## src/rtl/regfile_wp_arbiter.sv

```systemverilog
// regfile_wp_arbiter
//   Arbitrates two writeback sources onto the single register-file write port.
//   req0 (pipeline) normally wins. req1 (long-latency unit) is force-granted
//   once it has been refused STARVE_LIMIT consecutive cycles. The winning
//   write is registered and presented one cycle after the handshake.
//
// Ports
//   clk, reset_n            clock, asynchronous active-low reset
//   hold                    blocks all grants while high
//   req0_valid/reg/data     primary writeback request
//   req0_ready              req0 accepted this cycle (combinational)
//   req1_valid/reg/data     secondary writeback request
//   req1_ready              req1 accepted this cycle (combinational)
//   reg_write               register-file write enable (0 for r0 targets)
//   write_reg, write_data   register-file write address / data
//   grant_id                source of the presented write (0 = req0, 1 = req1)
//   starve_cnt              consecutive refusals of req1
module regfile_wp_arbiter #(
    parameter int unsigned STARVE_LIMIT = 4
) (
    input  logic        clk,
    input  logic        reset_n,
    input  logic        hold,
    input  logic        req0_valid,
    input  logic [4:0]  req0_reg,
    input  logic [31:0] req0_data,
    output logic        req0_ready,
    input  logic        req1_valid,
    input  logic [4:0]  req1_reg,
    input  logic [31:0] req1_data,
    output logic        req1_ready,
    output logic        reg_write,
    output logic [4:0]  write_reg,
    output logic [31:0] write_data,
    output logic        grant_id,
    output logic [3:0]  starve_cnt
);

    localparam logic [3:0] LIMIT = 4'(STARVE_LIMIT);

    typedef enum logic {
        PRIO0,
        FORCE1
    } state_t;

    state_t      state;
    logic        grant0;
    logic        grant1;
    logic        xfer;
    logic [4:0]  sel_reg;
    logic [31:0] sel_data;
    logic [3:0]  cnt_next;

    always_comb begin
        grant1     = req1_valid && ((state == FORCE1) || !req0_valid);
        grant0     = req0_valid && !grant1;
        // Readies are also gated by reset so nothing is accepted in reset.
        req0_ready = reset_n && !hold && grant0;
        req1_ready = reset_n && !hold && grant1;
        xfer       = req0_ready || req1_ready;
        sel_reg    = req1_ready ? req1_reg  : req0_reg;
        sel_data   = req1_ready ? req1_data : req0_data;
        // Refusal streak: only a cycle where req1 waits and loses counts.
        if (req1_valid && !req1_ready)
            cnt_next = (starve_cnt == LIMIT) ? starve_cnt : 4'(starve_cnt + 4'd1);
        else
            cnt_next = '0;
    end

    always_ff @(posedge clk or negedge reset_n) begin
        if (!reset_n) begin
            state      <= PRIO0;
            starve_cnt <= '0;
            reg_write  <= 1'b0;
            write_reg  <= '0;
            write_data <= '0;
            grant_id   <= 1'b0;
        end else if (hold) begin
            reg_write <= 1'b0;
        end else begin
            if (xfer) begin
                reg_write  <= (sel_reg != 5'd0);
                write_reg  <= sel_reg;
                write_data <= sel_data;
                grant_id   <= req1_ready;
            end else begin
                reg_write <= 1'b0;
            end
            starve_cnt <= cnt_next;
            case (state)
                PRIO0:   if (cnt_next == LIMIT) state <= FORCE1;
                FORCE1:  if (xfer || !req1_valid) state <= PRIO0;
                default: state <= PRIO0;
            endcase
        end
    end

endmodule

```

## config.mk

```make
export PLATFORM = sky130hd
export DESIGN_NAME = regfile_wp_arbiter
export DESIGN_NICKNAME = d
export VERILOG_FILES = /design/src/rtl/regfile_wp_arbiter.sv
export SDC_FILE = /design/constraint.sdc
export NUM_CORES = 1
export LEC_CHECK = 0
export ABC_AREA = 0
export ABC_CLOCK_PERIOD_IN_PS = 2200
export BUFFER_PORTS_ARGS = -buffer_cell sky130_fd_sc_hd__buf_2
export CAP_MARGIN = 30
export CORE_MARGIN = 2
export CORE_UTILIZATION = 47
export DETAILED_ROUTE_END_ITERATION = 16
export GPL_ROUTABILITY_DRIVEN = 0
export MAX_ROUTING_LAYER = met4
export PLACE_DENSITY = 0.85
export SLEW_MARGIN = 10
export SYNTH_ARGS = -nofsm -noshare
export SYNTH_HDL_FRONTEND = slang
export SYNTH_SLANG_ARGS = --single-unit
```

## constraint.sdc

```tcl
create_clock -name clk -period 2.2 [get_ports clk]
set_input_delay 0.44 -clock clk [delete_from_list [all_inputs] [get_ports clk]]
set_output_delay 0.44 -clock clk [all_outputs]
set_load 0.1 [all_outputs]
```

Yosys cells after proc, flatten, opt, wreduce, memory -nomap -nowiden. Cells that the tools add are included.

Word-level logic and storage cells: 36. Input bits: 79. Output and inout bits: 45. Bits in registers: 44.

Reduce and logical (&&, ||, !) cells: 16. Eq/ne operators: 2. Multiplexer cells: 9. Bitwise logic cells: 2. $add $sub $neg: 1.

Operator list (number): 2-to-1 mux 32 bit (1); == test 4 x 3 -> 1 bit (second input constant) (2); 2-to-1 mux 4 bit (2); logical AND 1 bit (6); logical NOT 1 bit (5); 2-to-1 mux 5 bit (1); nonzero test 5 bit (1); adder 4 x 1 -> 4 bit (second input constant) (1); 2-to-1 mux 1 bit (4); logical OR 1 bit (3); NOT 1 bit (2); one-hot mux 1 bit (2 select lines) (1); AND reduction 2 bit (1).

Longest topological paths before layout. Gate-level depths: netlist of run 1.

Depth after elaboration: 10. Gate-level depth with buffers: 6. Depth with buffers taken out: 6.

Worst setup path after synthesis of run 1. No wires, ideal clock.

Path kind: input to output. From: in hold. To: out req0_ready. Path buffers: 1. Data required time: 1760 ps. Arrival: 1694 ps. Stages: 4. Path slack: 66 ps. Path through: nand3b_1 -> a21o_1 -> buf_2 -> inv_1.

Longest elaborated chain between the ends: 3.

RTL lines: start, declared (line 23) `input logic hold,`; logical NOT 1 bit (line 58) `req0_ready = reset_n && !hold && grant0;`; logical AND 1 bit (2 in series) (line 58); end, declared (line 27) `output logic req0_ready,`.

Every way passes these cells.

Worst setup path after layout of run 1.
From: reg state. To: out req1_ready.

Longest elaborated chain between the ends: 3.

RTL lines: start, declared (line 46) `state_t state;`; start signal, assigned (line 72) `state <= PRIO0;`; start signal, assigned (line 91) `PRIO0: if (cnt_next == LIMIT) state <= FORCE1;`; start signal, assigned (line 92) `FORCE1: if (xfer || !req1_valid) state <= PRIO0;`; logical OR 1 bit (line 55) `grant1 = req1_valid && ((state == FORCE1) || !req0_valid);`; logical AND 1 bit (line 55); logical AND 1 bit (line 59) `req1_ready = reset_n && !hold && grant1;`; end, declared (line 31) `output logic req1_ready,`.

Every way passes these cells.

==> results.toml, run 1 <==
[floorplanning]
initial_core_util = 0.4835
die_area_um2 = 4998
rows = 24
io_pins = 124
core_um2 = 4324
die_h_um = 70.70
die_x_um = 70.70

[global_routing]
grt_overflow = 0
antenna_found_initial = 0
track_usage = 0.2390
grt_pass1_vias = 2051
grt_pass1_wl_um = 9349
grt_max_degree = 46

[sta]
finalSetupViolations = 0
hold_violations = 0
fmax_ghz = 0.5356
rsz0062_at_grt = "no"
skew_ps = 5.451
period_share = 0.8487
tightest_slew_ps = 547.3
post-route-min-period_ps = 1867
fin_setup_tns_ps = 0
slew_viol_final = 0
slew_headroom = 0.6351

[setup_path]
crit_start = "state"
r2r_start = "state"
critPathMaxFanout = 11
cp-start-kind = "flip-flop"
critical_path.top_delay_family = "simple AND/OR/NAND/NOR gates"
r2r_setup_slack_ps = 640
cp_data_arrival_time_ps = 1430
critPathMaxStageDelay_ps = 380
crit_slowest_cell = "dfrtp_1"
end_kind = "output pin"
worstSetupPathType = "flip-flop to output pin"
r2r-end = "write_data[16]"
r2r_cells = 5
required_ps = 1760
crit_chain = "nand2b_1, nand3_2, inv_2, buf_12"
critPathBufInv = 2

[cells_and_area]
nFillCells = 375
multi_input_area_um2 = 885.9
regArea_um2 = 1101
fin_nets = 449
stdcell_count = 421
drive_gt1_frac = 0.3821
largest_reg_flops = 32
diodes = 0
areaGrowthSynthToFinish_pct = 37.46

[placement]
io_buffers = 123
place_hpwl_um = 4144
dpl.cell_count = 413

[logic_synthesis]
yosysSeqAreaShare = 0.5266
yosysTopAreaCell = "dfrtp_1"
ys_types = 32
synth_top_flop_cell = "dfrtp_1"
synth_commonest_cells = "nand2_1, dfrtp_1, nor2_1"
synth_top_area_frac = 0.5266
synthesis.nets = 326
yosysWarnings = 0
syn_inst = 245
synth_area_leaders = "dfrtp_1, nand2_1, a31oi_1"
yosysMostFrequentCell = "nand2_1"
synthArstFlopShare = 1.000
synth_area_um2 = 2091
synth_area_per_cell_um2 = 8.534
ys_ff_latch = 44
synth_edf_count = 0

[detailed_routing]
drc = 0
first_iter_violations = 155
wire_per_inst_um = 13.08
vias_per_cell = 5.252
first_pass_iters = 4
ant_nets = 0
finalWirelength_um = 5506
vias = 2211

[pwr]
peakVddDrop_v = 0.0006710
leakage_nw = 1.478
power.density_nw_per_um2 = 1083

[job]
drv_cap = 0

[clock_network]
clkTransAtPathRegs_ps = 80
cts_hold_buf = 0
cts_buffer_depth = 2
numCtsBuffers = 5
ctsRootBufferMaster = "clkbuf_8"
cts_resized = 0
post_cts_buffers = 0
cts.sinks = 44
htreeDepth = 2
cts_tree = "done"
worstSkewPairLatency_ps = 290

[status]
outcome = "finished, final reports clean"

[worst_hold_path]
hold_class = "primary input to async pin"
[report_power, final]
group | total, W | switching (W) | leakage (nW) | internal, W
registers | 0.00103 | 0.0000852 | 0.530 | 0.000949
logic | 0.00157 | 0.00130 | 0.903 | 0.000266
clock network | 0.000513 | 0.000258 | 0.0445 | 0.000255
total | 0.00311 | 0.00164 | 1.48 | 0.00147
[worst max path at each step]
stage	to	slack [ps]	cells after the start
6_report	req1_ready	330	4
5_1_grt	req1_ready	220	4
4_1_cts	req1_ready	300	4
3_5_place_dp	write_reg[1]	230	6
3_3_place_gp	write_data[12]	310	6
2_1_floorplan	req0_ready	70	4
[layer usage]
metal  vias to the layer above  share of wire  track usage
met5                         -              0            -
met4                         0          0.011      0.06709
li1                       1089              -            -
met2                        95           0.52       0.4081
met3                         6          0.074      0.04701
met1                      1021           0.40       0.2897
[per-stage QoR]
step	power, W	instance area (um2)	hold slack (ps)	utilization	setup slack [ps]
3_5_place_dp	0.002619	2780	465.7	0.6429	234.1
2_1_floorplan	0.002311	2091	144.4	-	65.52
3_3_place_gp	0.002597	2780	463.4	0.6429	313.2
4_1_cts	0.003139	2874	280.7	0.6646	303.4
5_1_grt	0.003243	2874	304.2	0.6646	216.5
6_report	0.003113	2874	260.7	0.6646	332.9
[worst reg2reg max path: stages, from the launching register on]
cell      delay [ps]
dfrtp_1          400
nand2b_1         200
nand3_2          220
buf_4            400
nor2_1            90
a31oi_1          160
[layout by cell type, fill, tap and decap left out, types with 5 or more instances in the layout]
cell type / netlist / routed
buf_4: 1 / 8
inv_1: 5 / 5
nand2_1: 69 / 69
buf_2: 5 / 121
nor2_1: 26 / 26
dfrtp_1: 44 / 44
o22ai_1: 12 / 12
o21ai_1: 14 / 14
o21ai_0: 8 / 8
a31oi_1: 25 / 25
clkbuf_8: 0 / 6
[cell type report]
class | count | share of cell area
flip-flops and latches | 44 | 0.3831
multi-input cells | 180 | 0.3082
inverters | 6 | 0.007836
clock buffers | 7 | 0.03004
repair buffers | 131 | 0.2455
well taps | 52 | 0.02264
clock inverters | 1 | 0.002612
[cells by family after synthesis]
family          after synthesis  share of synthesized area
flops                        44                     0.5266
simple gates                111                     0.2202
fa+ha+maj                     2                    0.01197
compound gates               67                     0.1915
buf+inv                      21                    0.04967
(Power assumes the default switching activity.)
==> run 2: changes to the inputs <==
--- a/config.mk
+++ b/config.mk
@@ -6,15 +6,15 @@
 export NUM_CORES = 1
 export LEC_CHECK = 0
 export ABC_AREA = 0
-export ABC_CLOCK_PERIOD_IN_PS = 2200
+export ABC_CLOCK_PERIOD_IN_PS = 1800
 export BUFFER_PORTS_ARGS = -buffer_cell sky130_fd_sc_hd__buf_2
 export CAP_MARGIN = 30
 export CORE_MARGIN = 2
-export CORE_UTILIZATION = 47
+export CORE_UTILIZATION = 43
 export DETAILED_ROUTE_END_ITERATION = 16
 export GPL_ROUTABILITY_DRIVEN = 0
 export MAX_ROUTING_LAYER = met4
-export PLACE_DENSITY = 0.85
+export PLACE_DENSITY = 0.78
 export SLEW_MARGIN = 10
 export SYNTH_ARGS = -nofsm -noshare
 export SYNTH_HDL_FRONTEND = slang
==> constraint.sdc (replaced) <==
create_clock -name clk -period 1.8 [get_ports clk]
set_input_delay 0.36 -clock clk [delete_from_list [all_inputs] [get_ports clk]]
set_output_delay 0.36 -clock clk [all_outputs]
set_load 0.1 [all_outputs]
==> run 2 against run 1 <==
Register-to-register slack got worse by 210 ps. Die area increased by 8.8%. Critical path depth unchanged. Flip-flop and latch count unchanged. Routed wire length decreased by 2.9%. Global-route usage decreased by 3.0 points. Hold slack got worse by 73 ps. Largest power group unchanged. First-iteration DRC count decreased by 68%. Utilization decreased by 4.8 points. Critical endpoint unchanged. Clock power increased by 10%. Sequential power increased by 22%. Non-clock buffer count increased by 2.
==> results.toml, run 2 (synthesized netlist as in run 1, its figures left out) <==
[cells_and_area]
final_cell_area_um2 = 2894
fin_nets = 451
mostFrequentLayoutCells = "buf_2, nand2_1, dfrtp_1"
diodes = 0
largest_reg_flops = 32
final_common_cell = "buf_2"
areaGrowthSynthToFinish_pct = 38.42
fin_util = 0.6168
stdcell_count = 424
drive_gt1_frac = 0.3919

[floorplanning]
initial_core_util = 0.4456
io_pins = 124
die_x_um = 73.73
rows = 25
die_h_um = 73.73
die_area_um2 = 5436
core_um2 = 4692

[detailed_routing]
first_pass_iters = 4
first_iter_violations = 50
finalWirelength_um = 5348
wire_per_inst_um = 12.61
vias = 2165
vias_per_cell = 5.106
ant_nets = 0
drc = 0

[worst_hold_path]
hold_class = "primary input to async pin"

[clock_network]
cts_hold_buf = 0
htreeDepth = 2
post_cts_buffers = 0
cts.sinks = 44
cts_resized = 0
numCtsBuffers = 5
clkTransAtPathRegs_ps = 70
cts_buffer_depth = 2
worstSkewPairLatency_ps = 280
ctsRootBufferMaster = "clkbuf_8"
cts_tree = "done"

[global_routing]
antenna_found_initial = 0
grt_max_degree = 46
grt_pass1_wl_um = 8569
grt-busiest-layer = "met2"
grt.met2_usage = 0.3482
use_met1 = 0.2590
met3_usage = 0.04115
grt_overflow = 0
track_usage = 0.2085
grt_pass1_vias = 1934

[pwr]
p_int_w = 0.001755
pwr-share-clk = 0.151
peakVddDrop_v = 0.0006868
power.density_nw_per_um2 = 1293
switchingPower_w = 0.001988
pwr-share-comb = 0.511
p_seq_frac = 0.338
leakage_nw = 1.475
switching_share = 0.5311

[sta]
period_share = 0.9078
hold_violations = 0
slew_headroom = 0.6366
rsz0062_at_grt = "no"
finalSetupViolations = 0
fin_setup_tns_ps = 0
fin_ws_ps = 165.9
tightest_slew_ps = 545.1
skew_ps = 3.567
fmax_ghz = 0.6119
post-route-min-period_ps = 1634
slew_viol_final = 0

[setup_path]
end_kind = "output pin"
r2r_cells = 6
worstSetupPathType = "flip-flop to output pin"
required_ps = 1440
critPathMaxFanout = 4
r2r_setup_slack_ps = 430
r2r_start = "starve_cnt[0]"
r2r-end = "starve_cnt[0]"
endpoint = "req1_ready"
crit_start = "state"
cp_data_arrival_time_ps = 1270
cp-start-kind = "flip-flop"

[placement]
place_hpwl_um = 3932
dpl.cell_count = 417
pre_cts_slack_ps = 326.1
io_buffers = 123
placed_area_um2 = 2816

[status]
outcome = "finished, final reports clean"

[job]
drv_cap = 0
-- run 2: cell types whose count changed in the layout (fill, tap and decap cells not counted), sizes merged --
cell	delta
buf	+2
clkbuf	-1
clkinv	+1
inv	-1
-- run 2: worst min path at each step --
stage | startpoint | endpoint | slack [ps] | depth (start not counted)
2_1_floorplan | reset_n | grant_id | 60 | 0
3_3_place_gp | grant_id | grant_id | 470 | 2
3_5_place_dp | grant_id | grant_id | 460 | 2
4_1_cts | reset_n | starve_cnt[3] | 210 | 2
5_1_grt | reset_n | write_data[3] | 250 | 2
6_report | reset_n | write_data[3] | 190 | 2
-- run 2: power groups by stage --
stage / Clock [W] / Sequential, W / Combinational [W]
after floorplan: 0 / 0.00255 / 0.000273
after global placement: 0 / 0.00128 / 0.00191
after detailed placement: 0 / 0.00128 / 0.00192
after CTS: 0.000586 / 0.00127 / 0.00192
after global routing: 0.000612 / 0.00129 / 0.00200
final: 0.000566 / 0.00126 / 0.00191
-- run 2: cell type report --
| cell class | instances | area [um2] |
|---|---|---|
| sequential | 44 | 1104 |
| clock inverter | 1 | 5.005 |
| fill | 433 | 1798 |
| multi-input combinational | 180 | 885.9 |
| timing repair buffer | 133 | 733.2 |
| inverter | 6 | 26.28 |
| tap | 54 | 67.56 |
| clock buffer | 6 | 72.57 |
-- run 2: through the flow --
step | hold slack (ps) | total power (W)
after floorplan | 64.41 | 0.002826
after global placement | 465.4 | 0.003183
after detailed placement | 461.3 | 0.003201
after CTS | 210.1 | 0.003773
after global routing | 250.4 | 0.003898
final | 188.1 | 0.003743
-- run 2: worst max-delay path: stages (launching register included) --
cell and delay, ps:
dfrtp_1 410, nand2b_1 180, nand3_2 120, inv_2 110
buf_12 180
-- run 2: layer usage --
layer	wire length [um]	up-vias
met5	0	-
met4	45	0
met3	347	5
met2	2559	74
li1	-	1094
met1	2395	992
==> run 3: changes to the inputs <==
--- a/config.mk
+++ b/config.mk
@@ -13,6 +13,7 @@
 export CORE_UTILIZATION = 43
 export DETAILED_ROUTE_END_ITERATION = 16
 export GPL_ROUTABILITY_DRIVEN = 0
+export GPL_TIMING_DRIVEN = 0
 export MAX_ROUTING_LAYER = met4
 export PLACE_DENSITY = 0.78
 export SLEW_MARGIN = 10
==> run 3 against run 2 <==
Clock skew is essentially flat. Critical path type unchanged. First-iteration DRC count grew 76%. Register-to-register slack worse by 210 ps. Design area grew 4.8%. Sequential share of layout area down 1.8 points. Global-route usage up 2.2 points.
==> results.toml, run 3 (synthesized netlist as in run 1, its figures left out) <==
[status]
outcome = "finished, final reports clean"

[placement]
placed_area_um2 = 2800
dpl.cell_count = 423
pre_cts_slack_ps = -938.4
io_buffers = 123
place_hpwl_um = 4304

[detailed_routing]
vias = 2216
wire_per_inst_um = 13.41
drc = 0
first_iter_violations = 88
ant_nets = 0
finalWirelength_um = 5858
vias_per_cell = 5.071
first_pass_iters = 4

[sta]
fin_ws_ps = 79.16
period_share = 0.9560
slew_headroom = 0.6517
slew_viol_final = 0
hold_violations = 0
finalSetupViolations = 0
tightest_slew_ps = 522.5
fmax_ghz = 0.5811
post-route-min-period_ps = 1721
skew_ps = 3.652
rsz0062_at_grt = "no"

[setup_path]
end_kind = "output pin"
worstSetupPathType = "flip-flop to output pin"
crit_slowest_cell = "dfrtp_1"
crit_start = "state"
crit_chain = "nand2b_1, nand3_4, inv_6, buf_8"
r2r_start = "state"
cp_data_arrival_time_ps = 1360
cp-start-kind = "flip-flop"
required_ps = 1440
critPathMaxStageDelay_ps = 410
critPathMaxFanout = 7

[global_routing]
use_met1 = 0.3070
antenna_found_initial = 0
track_usage = 0.2301
grt_overflow = 0
met3_usage = 0.06173
grt-busiest-layer = "met2"
grt.met2_usage = 0.3482
grt_pass1_vias = 2019
grt_max_degree = 20
grt_pass1_wl_um = 9273

[floorplanning]
initial_core_util = 0.4456
core_um2 = 4692
io_pins = 124
die_h_um = 73.73
die_area_um2 = 5436
die_x_um = 73.73
rows = 25

[clock_network]
worstSkewPairLatency_ps = 290
cts_buffer_depth = 2
ctsRootBufferMaster = "clkbuf_8"
cts.sinks = 44
numCtsBuffers = 5
clkTransAtPathRegs_ps = 80
htreeDepth = 2
cts_tree = "done"

[pwr]
peakVddDrop_v = 0.0006202
power.density_nw_per_um2 = 1269
power_w = 0.003849
leakage_nw = 1.533

[cells_and_area]
drive_gt1_frac = 0.3890
fin_nets = 463
diodes = 0
mostFrequentLayoutCells = "buf_2, nand2_1, dfrtp_1"
largest_reg_flops = 32
final_common_cell = "buf_2"
areaGrowthSynthToFinish_pct = 45.12
final_cell_area_um2 = 3034
stdcell_count = 437

[job]
drv_cap = 0

[worst_hold_path]
hold_class = "primary input to async pin"
==> run 3: changes by cell type in the layout (fill, tap and decap cells not counted), sizes merged <==
cell         before  now
clkinv            1    0
dlygate4sd3       0    2
clkbuf            6   12
buf             133  137
clkinvlp          1    2
bufbuf            0    1
==> run 3: timing repair <==
action | CTS | global route
pin swaps | 1 | 0
cloned | 1 | 0
setup buffers | 3 | 0
resized for setup | 14 | 1
hold endpoints to repair | 19 | 0
hold buffers | 2 | 0
setup endpoints to repair | 23 | 1
==> run 3: metrics by stage <==
stage               setup TNS, ps    util  hold slack, ps
floorplan                       0       -           64.41
global placement           -25110  0.5925           463.1
detailed placement         -14750  0.5968           354.6
CTS                             0  0.6419           85.24
global route                    0  0.6467           76.37
finish                          0  0.6467           89.39
==> run 3: report_power, final <==
part	switching [W]	total, W	internal [W]	leakage (nW)
registers	0.000103	0.00127	0.00116	0.527
logic	0.00159	0.00194	0.000351	0.961
clock network	0.000328	0.000640	0.000312	0.0445
total	0.00202	0.00385	0.00182	1.53
==> run 3: critical path, delay by kind of cell (launching register included) <==
family,cells,cell delay [ps]
flops,1,410
buf+inv,2,290
simple gates,2,360
==> run 3: layer usage <==
| layer | up-vias | wire length, um |
|---|---|---|
| met2 | 84 | 2727 |
| met4 | 0 | 86 |
| li1 | 1121 | - |
| met3 | 10 | 384 |
| met1 | 1001 | 2660 |
| met5 | - | 0 |
==> run 3: worst paths after layout <==
kind                                  endpoint  depth (start not counted)  slack (ps)
max in group asynchronous       write_data[10]                          3         800
worst max register to register   write_data[8]                          4         220
min in group clk                write_data[19]                          3         270
worst min-delay path            write_data[24]                          2          90
worst max-delay path                req1_ready                          4          80
worst min register to register        grant_id                          2         490
==> run 3: area by class of cell <==
| cell class | count | area, um2 |
|---|---|---|
| Fill cell | 427 | 1658 |
| Sequential cell | 44 | 1104 |
| Multi-Input combinational cell | 180 | 893.4 |
| Timing Repair Buffer | 131 | 765.7 |
| Clock buffer | 7 | 86.33 |
| Buffer | 14 | 78.83 |
| Tap cell | 54 | 67.56 |
| Inverter | 6 | 31.28 |
| Clock inverter | 1 | 7.507 |
